$ cat src/rtl/sp_ram_arbiter.sv
// Round-robin arbiter sharing one single-port SRAM between NUM_REQ requesters, with bounded burst lock.
// Optional performance counters are compiled in when SP_RAM_ARB_PERF_EN is defined.
module sp_ram_arbiter #(
    parameter int NUM_REQ   = 3,
    parameter int ADDR_W    = 16,
    parameter int DATA_W    = 32,
    parameter int WREQ_W    = 4,
    parameter int MAX_BURST = 16
) (
    input  logic                      clk,
    input  logic                      rst,
    input  logic [NUM_REQ-1:0]        req_en,
    input  logic [NUM_REQ-1:0]        req_lock,
    input  logic [NUM_REQ*ADDR_W-1:0] req_addr,
    input  logic [NUM_REQ*WREQ_W-1:0] req_W_req,
    input  logic [NUM_REQ*DATA_W-1:0] req_W_data,
    output logic [NUM_REQ-1:0]        req_gnt,
    output logic [NUM_REQ-1:0]        req_rvalid,
    output logic [DATA_W-1:0]         req_R_data,
    output logic                      mem_en,
    output logic [ADDR_W-1:0]         mem_addr,
    output logic [WREQ_W-1:0]         mem_W_req,
    output logic [DATA_W-1:0]         mem_W_data,
    input  logic [DATA_W-1:0]         mem_R_data
`ifdef SP_RAM_ARB_PERF_EN
    ,
    input  logic                      perf_clr,
    output logic [NUM_REQ*32-1:0]     perf_stall,
    output logic [31:0]               perf_busy
`endif
);

    localparam int PTR_W = (NUM_REQ > 1) ? $clog2(NUM_REQ) : 1;
    localparam int CNT_W = $clog2(MAX_BURST + 1);

    typedef enum logic {ARB, LOCK} state_t;

    state_t             state_q, state_d;
    logic [PTR_W-1:0]   ptr_q, ptr_d;
    logic [PTR_W-1:0]   owner_q, owner_d;
    logic [CNT_W-1:0]   burst_cnt_q, burst_cnt_d;
    logic [NUM_REQ-1:0] rvalid_q, rvalid_d;
    logic [ADDR_W-1:0]  lastAddr_q, lastAddr_d;
    logic [DATA_W-1:0]  lastWData_q, lastWData_d;

    logic               arbFound;
    logic [PTR_W-1:0]   arbWinner;
    int                 arbIdx;
    logic               lockHold;
    logic               gntValid;
    logic [PTR_W-1:0]   gntIdx;

    // Rotating priority search starting at ptr_q; also used on owner release so there is no bubble.
    always_comb begin
        arbFound  = 1'b0;
        arbWinner = '0;
        arbIdx    = 0;
        for (int k = 0; k < NUM_REQ; k++) begin
            arbIdx = int'(ptr_q) + k;
            if (arbIdx >= NUM_REQ) arbIdx = arbIdx - NUM_REQ;
            if (!arbFound && req_en[arbIdx]) begin
                arbFound  = 1'b1;
                arbWinner = PTR_W'(arbIdx);
            end
        end
    end

    always_comb begin
        lockHold = (state_q == LOCK) && req_en[owner_q];
        gntIdx   = lockHold ? owner_q : arbWinner;
        gntValid = !rst && (lockHold || arbFound);
        req_gnt  = '0;
        if (gntValid) req_gnt[gntIdx] = 1'b1;

        mem_en     = gntValid;
        mem_addr   = lastAddr_q;
        mem_W_req  = '1;
        mem_W_data = lastWData_q;
        for (int i = 0; i < NUM_REQ; i++) begin
            if (req_gnt[i]) begin
                mem_addr   = req_addr[i*ADDR_W +: ADDR_W];
                mem_W_req  = req_W_req[i*WREQ_W +: WREQ_W];
                mem_W_data = req_W_data[i*DATA_W +: DATA_W];
            end
        end
        req_R_data = mem_R_data;
        req_rvalid = rvalid_q;
    end

    // Next-state: a held lock counts toward MAX_BURST; otherwise the arbitration winner may open a new lock.
    always_comb begin
        state_d     = state_q;
        ptr_d       = ptr_q;
        owner_d     = owner_q;
        burst_cnt_d = burst_cnt_q;
        if (lockHold) begin
            burst_cnt_d = burst_cnt_q + CNT_W'(1);
            if (!req_lock[owner_q] || (burst_cnt_q + CNT_W'(1)) == CNT_W'(MAX_BURST)) begin
                state_d     = ARB;
                burst_cnt_d = '0;
            end
        end else if (arbFound) begin
            ptr_d = (arbWinner == PTR_W'(NUM_REQ - 1)) ? '0 : arbWinner + PTR_W'(1);
            if (req_lock[arbWinner] && (MAX_BURST > 1)) begin
                state_d     = LOCK;
                owner_d     = arbWinner;
                burst_cnt_d = CNT_W'(1);
            end else begin
                state_d     = ARB;
                burst_cnt_d = '0;
            end
        end else begin
            state_d     = ARB;
            burst_cnt_d = '0;
        end

        rvalid_d    = (gntValid && (mem_W_req == '1)) ? req_gnt : '0;
        lastAddr_d  = mem_addr;
        lastWData_d = mem_W_data;
    end

    always_ff @(posedge clk) begin
        if (rst) begin
            state_q     <= ARB;
            ptr_q       <= '0;
            owner_q     <= '0;
            burst_cnt_q <= '0;
            rvalid_q    <= '0;
            lastAddr_q  <= '0;
            lastWData_q <= '0;
        end else begin
            state_q     <= state_d;
            ptr_q       <= ptr_d;
            owner_q     <= owner_d;
            burst_cnt_q <= burst_cnt_d;
            rvalid_q    <= rvalid_d;
            lastAddr_q  <= lastAddr_d;
            lastWData_q <= lastWData_d;
        end
    end

`ifdef SP_RAM_ARB_PERF_EN
    logic [31:0] stall_q [NUM_REQ];
    logic [31:0] busy_q;

    // Saturating counters; a clear wins over any increment in the same cycle.
    always_ff @(posedge clk) begin
        if (rst || perf_clr) begin
            for (int i = 0; i < NUM_REQ; i++) stall_q[i] <= '0;
            busy_q <= '0;
        end else begin
            for (int i = 0; i < NUM_REQ; i++) begin
                if (req_en[i] && !req_gnt[i] && (stall_q[i] != '1)) stall_q[i] <= stall_q[i] + 32'd1;
            end
            if (mem_en && (busy_q != '1)) busy_q <= busy_q + 32'd1;
        end
    end

    always_comb begin
        for (int i = 0; i < NUM_REQ; i++) perf_stall[i*32 +: 32] = stall_q[i];
        perf_busy = busy_q;
    end
`endif

endmodule

$ cat config.mk
export PLATFORM = sky130hd
export DESIGN_NAME = sp_ram_arbiter
export DESIGN_NICKNAME = d
export VERILOG_FILES = /design/src/rtl/sp_ram_arbiter.sv
export SDC_FILE = /design/constraint.sdc
export NUM_CORES = 1
export LEC_CHECK = 0
export ABC_AREA = 1
export BUFFER_PORTS_ARGS = -buffer_cell sky130_fd_sc_hd__buf_2
export CAP_MARGIN = 20
export CELL_PAD_IN_SITES_DETAIL_PLACEMENT = 1
export CELL_PAD_IN_SITES_GLOBAL_PLACEMENT = 2
export CORE_MARGIN = 2
export CORE_UTILIZATION = 22
export CTS_CLUSTER_SIZE = 25
export DETAILED_ROUTE_END_ITERATION = 16
export MAX_ROUTING_LAYER = met4
export PLACE_DENSITY_LB_ADDON = 0.2
export SYNTH_ARGS = -nofsm -noshare
export SYNTH_HDL_FRONTEND = slang
export SYNTH_SLANG_ARGS = --single-unit
$ cat constraint.sdc
create_clock -name clk -period 5.91 [get_ports clk]
set_input_delay 0.8865 -clock clk [delete_from_list [all_inputs] [get_ports clk]]
set_output_delay 0.8865 -clock clk [all_outputs]
set_load 0.02 [all_outputs]
==> Yosys cells after proc, flatten, opt, wreduce, memory -nomap -nowiden <==
Cells that the tools add are included.
{ "classes": {"addsub": 7, "n_lt_le_gt_ge": 10, "n_eq_ne": 4, "n_mux": 46, "bitwise": 2, "reduce_logical": 15} }
{ "op_table": {"columns": ["op", "count"], "rows": [
  ["2-to-1 mux 32 bit", 6],
  ["less-than comparator 32 x 4 -> 1 bit, second input constant", 3],
  ["2-to-1 mux 16 bit", 3],
  ["2-to-1 mux 1 bit", 18],
  ["2-to-1 mux 5 bit", 3],
  ["binary-select mux 1 bit (select 2 bit)", 6],
  ["2-to-1 mux 4 bit", 3],
  ["2-to-1 mux 2 bit", 5],
  ["less-than comparator 2 x 3 -> 1 bit, second input constant", 3],
  ["subtractor 3 x 2 -> 4 bit, second input constant", 2],
  [">= comparator 3 x 2 -> 1 bit, second input constant", 2],
  ["logical AND 1 bit", 6],
  ["adder 5 x 1 -> 5 bit, second input constant", 1],
  ["== test 5 bit, second input constant", 1],
  ["== test 4 bit, second input constant", 1],
  ["zero test 1 bit", 4],
  ["adder 2 x 1 -> 3 bit, second input constant", 1],
  ["adder 2 x 2 -> 3 bit, second input constant", 1],
  ["2-to-1 mux 3 bit", 1],
  ["AND reduction 3 bit", 1],
  ["subtractor 2 x 2 -> 3 bit, second input constant", 1],
  ["adder 2 x 1 -> 2 bit, second input constant", 1],
  ["demux 1 bit (select 2 bit)", 1],
  ["== test 2 bit, second input constant", 1],
  ["7 further kinds", 9]
]} }
{ "totals": {"regBits": 61, "input_bits": 196, "out_inout_bits": 91, "elab_cells": 91} }

==> Longest topological paths before layout <==
{ "depth": {"word_depth": 25, "depth_mapped": 19, "depth_no_buf": 18} }

==> Worst setup path after synthesis <==
OpenSTA, ideal clock, no wires.
{ "synth_timing": {"kind": "input -> output", "startpoint": "input port req_en[1]", "endpoint": "output port mem_addr[10]", "arrival_time_ns": 2.299, "t_required_ns": 5.023, "slack_ns": 2.725, "stages": 16, "n_path_buf": 1, "path_cell_list": "inv_1 -> nand2_1 -> nand3_1 -> o21ai_2 -> nand2_2 -> inv_2 -> nand2_2 -> nand3_4 -> inv_2 -> buf_2 -> nand2_1 -> nand2_1 -> inv_2 -> nand2_1 -> nand2_1 -> inv_1"} }
{ "synth_between": {"word_cells_on_any_way": 34, "cone_classes": "order compare: 2; mux: 24; reduce/logical: 8"} }
{ "synth_lines": {"columns": ["item", "line", "rtl"], "rows": [
  ["start: declaration", "12", "input logic [NUM_REQ-1:0] req_en,"],
  ["binary-select mux 1 bit (select 2 bit)", "61", "if (!arbFound && req_en[arbIdx]) begin"],
  ["2-to-1 mux 1 bit (not written as such) (2 in a row)", "61", null],
  ["2-to-1 mux 1 bit", "61", null],
  ["zero test 1 bit", "61", null],
  ["logical AND 1 bit", "61", null],
  ["2-to-1 mux 1 bit", "61", null],
  ["zero test 1 bit", "61", null],
  ["logical AND 1 bit", "61", null],
  ["2-to-1 mux 2 bit", "61", null],
  ["2-to-1 mux 2 bit", "70", "gntIdx = lockHold ? owner_q : arbWinner;"],
  ["less-than comparator 2 x 3 -> 1 bit (not written as such) / >= comparator 2 x 1 -> 1 bit (equally long branches)", "73", "if (gntValid) req_gnt[gntIdx] = 1'b1;"],
  ["logical AND 1 bit (not written as such)", "73", null],
  ["2-to-1 mux 1 bit (not written as such)", "73", null],
  ["demux 1 bit (select 2 bit)", "73", null],
  ["2-to-1 mux 3 bit (*)", "73", null],
  ["via req_gnt[1]", "17", "output logic [NUM_REQ-1:0] req_gnt,"],
  ["2-to-1 mux 16 bit (*) (2 in a row)", "80", "if (req_gnt[i]) begin"],
  ["end: declaration", "21", "output logic [ADDR_W-1:0] mem_addr,"]
]} }
The timed path passes the listed nets; every way through them passes the cells marked *. The select of a mux whose other input is x is not followed.

==> Worst setup path after layout <==
{ "layout_timing": {"startpoint": "register ptr_q[0]", "endpoint": "output port mem_W_data[2]"} }
{ "layout_between": {"elab_chain_cells": 21, "word_cells_on_any_way": 42, "cone_classes": "add/sub: 5; order compare: 5; mux: 25; reduce/logical: 7"} }
{ "layout_lines": {"columns": ["item", "line", "rtl"], "rows": [
  ["start: declaration", "39", "logic [PTR_W-1:0] ptr_q, ptr_d;"],
  ["start signal: assignment", "133", "ptr_q <= ptr_d;"],
  ["branches (longest 17 deep; another with subtractor 3 x 2 -> 4 bit)", null, null],
  ["2-to-1 mux 3 bit (*)", "73", null],
  ["2-to-1 mux 32 bit (2 in a row)", "80", null],
  ["2-to-1 mux 32 bit (*)", "80", null],
  ["end: declaration", "23", "output logic [DATA_W-1:0] mem_W_data,"]
]} }
Mark *: on every way between the ends. The select of a mux whose other input is x is not followed.

==> run metrics <==
outcome=finished, final reports clean; Sink Count=61; Worst-Margin Slew=around 0.64 ns; total track usage=approximately 15%; sequential element share of the synthesized area=25.85%; die width=between 150 and 200 um; initial core utilization=around 22%; Synthesized Nets=997; vias in the first global route=5155; total power=approximately 4.3 mW; antenna violations before repair=2; mux cell area share after synthesis=0%; Port Buffer Count=around 220; WHS Path Cells=2; proportion of layout cells with a drive suffix above 1=35.46%; H-tree levels=3; Setup crit end kind=output pin; setup ws final=~1.4 ns; Simple-Gate Fraction of Synth Area=between 30% and 40%; cells on worst reg2reg path=16; critical path type=reg2out; Final period util=approximately 76%; hold_buf cts=0; met1 usage=a little under a fifth; post-CTS sizing=0; leakage=3.648 nW; count of pins over their slew limit=0; Compound-Gate Fraction of Synth Area=between 10 and 15%; I/O Pins=287; CP Max Fanout=57; Rel. slew slack=57.56%; row count=53; Hold Violations, Final=0; Clock Path Buffers=2; post-CTS setup buffers=0; Post-Synthesis Cells=about 800; FILL cells=2812; GPL Wtd Cong=approximately 0.74; total grt overflow=0; height of the die=150.5 um; first-pass GRT wire length=around 26000 um; DR vias/cell=4.055; Top Usage Layer GRT=met2; drt wl/cell=13.14 um; core area=21020 um^2; largest net degree at the start of global routing=58; count of unique library cells instantiated by Yosys=31; clk slew on worst S/H paths=roughly 0.05 ns; final setup TNS=0 ns; Die ar.=22660 um^2; Req. time, crit path=approximately 5 ns; TritonCTS Buffers=9; largest family of logic cells by synthesized area=simple AND/OR/NAND/NOR gates; Mapped Area=around 4700 um^2; CTS tree=done; minimum clock period=~4.5 ns; post-route ant nets=0; #FFs+latches synth=61; Final Skew=approximately 0.004 ns; post-synth top area cell=dfxtp_1; worst skew pair latency=~0.33 ns; initial detailed-routing violation count=between 150 and 200; Detail Placement HPWL=around 12000 um; Synth Area in XOR/XNOR=less than 1%; critical path arrival=3.62 ns; vias=between 5000 and 6000; Power Density=about 710 nW/um^2; Area Overhead vs Synth=28.32%; setup violators final=0; Synth Warn #=0; clk root buf=clkbuf_16; mean post-synth cell area=~6 um^2; DRC=0; worst IR drop on VDD=roughly 200 uV; Setup crit start kind=register; final WL=around 16000 um; largest cells by area after synthesis=dfxtp_1 26%, nand2_1 22%, inv_1 10%; Adder-Cell Fraction of Synth Area=roughly 1.3%; met3 usage=roughly 2.5%; TritonRoute pass-1 iters=4; RSZ-0062 raised after global routing=false; top cell type's share of synthesized area=roughly a quarter; met2 usage=approximately a quarter; Max Cap Viol=0; pre-CTS setup slack=1.605 ns; f_max=221.7 MHz; count of nets after finishing=about 1200; Hold WC Path Type=reg2reg
-- placed cells by master (no fill, tap or decap), types with 3 or more instances in the layout --
cell / synthesis / final
a21oi_1: 9 / 9
buf_2: 13 / 222
buf_4: 36 / 5
clkbuf_1: 14 / 3
clkbuf_16: 0 / 9
clkinv_1: 3 / 3
dfxtp_1: 61 / 61
ha_1: 5 / 5
inv_1: 126 / 126
inv_2: 40 / 40
nand2_1: 275 / 275
nand2_2: 3 / 3
nand2_4: 3 / 3
nand3_1: 19 / 19
nand3_4: 2 / 4
nand4_1: 11 / 11
nor2_1: 51 / 51
nor3_1: 4 / 4
o211ai_1: 44 / 44
o21ai_0: 7 / 7
or2_2: 47 / 47
-- per-layer routing --
| layer | routed length [um] | part of all wire, % |
|---|---|---|
| met1 | 7710 | 47 |
| met2 | 7439 | 45 |
| met3 | 1021 | 6.2 |
| met4 | 212 | 1.3 |
| met5 | 0 | 0 |
-- worst max-delay path: stages (launching register included) --
cell,delay (ns)
dfxtp_1,0.38
inv_1,0.08
ha_1,0.44
inv_2,0.07
nand2_1,0.06
nand2_1,0.06
a21oi_2,0.18
nand4_1,0.15
nand3_2,0.14
nand2_2,0.14
nand3_4,0.37
buf_4,0.61
nand2_1,0.13
o211ai_1,0.12
nand2_1,0.07
nand2_1,0.08
inv_1,0.04
buf_2,0.15
-- report_power, final --
| group | internal [mW] | switching, mW | leakage, nW |
|---|---|---|---|
| logic | 1.04 | 2.19 | 3.01 |
| registers | 0.555 | 0.0380 | 0.504 |
| clock network | 0.292 | 0.185 | 0.129 |
| total | 1.89 | 2.41 | 3.65 |
-- sequential cells by signal, summed over array words and instances (netlist names) --
| name | flops |
|---|---|
| owner_q | 2 |
| state_q | 1 |
| burst_cnt_q | 5 |
| req_rvalid | 3 |
| lastAddr_q | 16 |
| ptr_q | 2 |
| lastWData_q | 32 |
-- synthesized netlist by cell type (all sizes together) --
cell type	n
nand2	281
o2111ai	1
clkbuf	14
xor2	2
clkinv	3
a21oi	11
nand4	12
ha	5
o21ai	11
o211ai	44
buf	55
dfxtp	61
nor3	4
o22ai	2
nor2	51
inv	166
nand3	25
or2	48
-- cell families after synthesis --
family	count (synthesis)
adder cells (fa/ha/maj)	5
flip-flops	61
AND/OR/NAND/NOR	421
buffers and inverters	238
AO/OA/AOI/OAI	69
XOR/XNOR	2
-- area by class of cell --
class | instances | area, um^2 | area share [%]
repair buffers | 228 | 1169 | 19.28
diodes | 2 | 5.005 | 0.08258
flip-flops and latches | 61 | 1221 | 20.15
clock buffers | 13 | 250.2 | 4.129
well taps | 275 | 344.1 | 5.677
inverters | 169 | 634.4 | 10.47
multi-input cells | 497 | 2427 | 40.05
clock inverters | 2 | 10.01 | 0.1652
-- final timing paths --
| check | slack, ns | end | from |
|---|---|---|---|
| min | 0.51 | burst_cnt_q[2] | burst_cnt_q[2] |
| min reg2reg | 0.51 | burst_cnt_q[2] | burst_cnt_q[2] |
| max | 1.40 | mem_W_data[2] | ptr_q[0] |
| max reg2reg | 2.64 | lastWData_q[2] | ptr_q[0] |
-- stage by stage --
stage | cell area, um^2 | hold slack (ns) | std cells | utilization [%]
floorplan | 4723 | 0.4641 | 796 | -
global placement | 5796 | 0.4893 | 1230 | 27.57
detailed placement | 5796 | 0.5063 | 1230 | 27.57
CTS | 6056 | 0.5142 | 1245 | 28.81
global route | 6061 | 0.5411 | 1247 | 28.83
finish | 6061 | 0.5066 | 1247 | 28.83
Note: power is estimated with default switching activity, not from simulation.
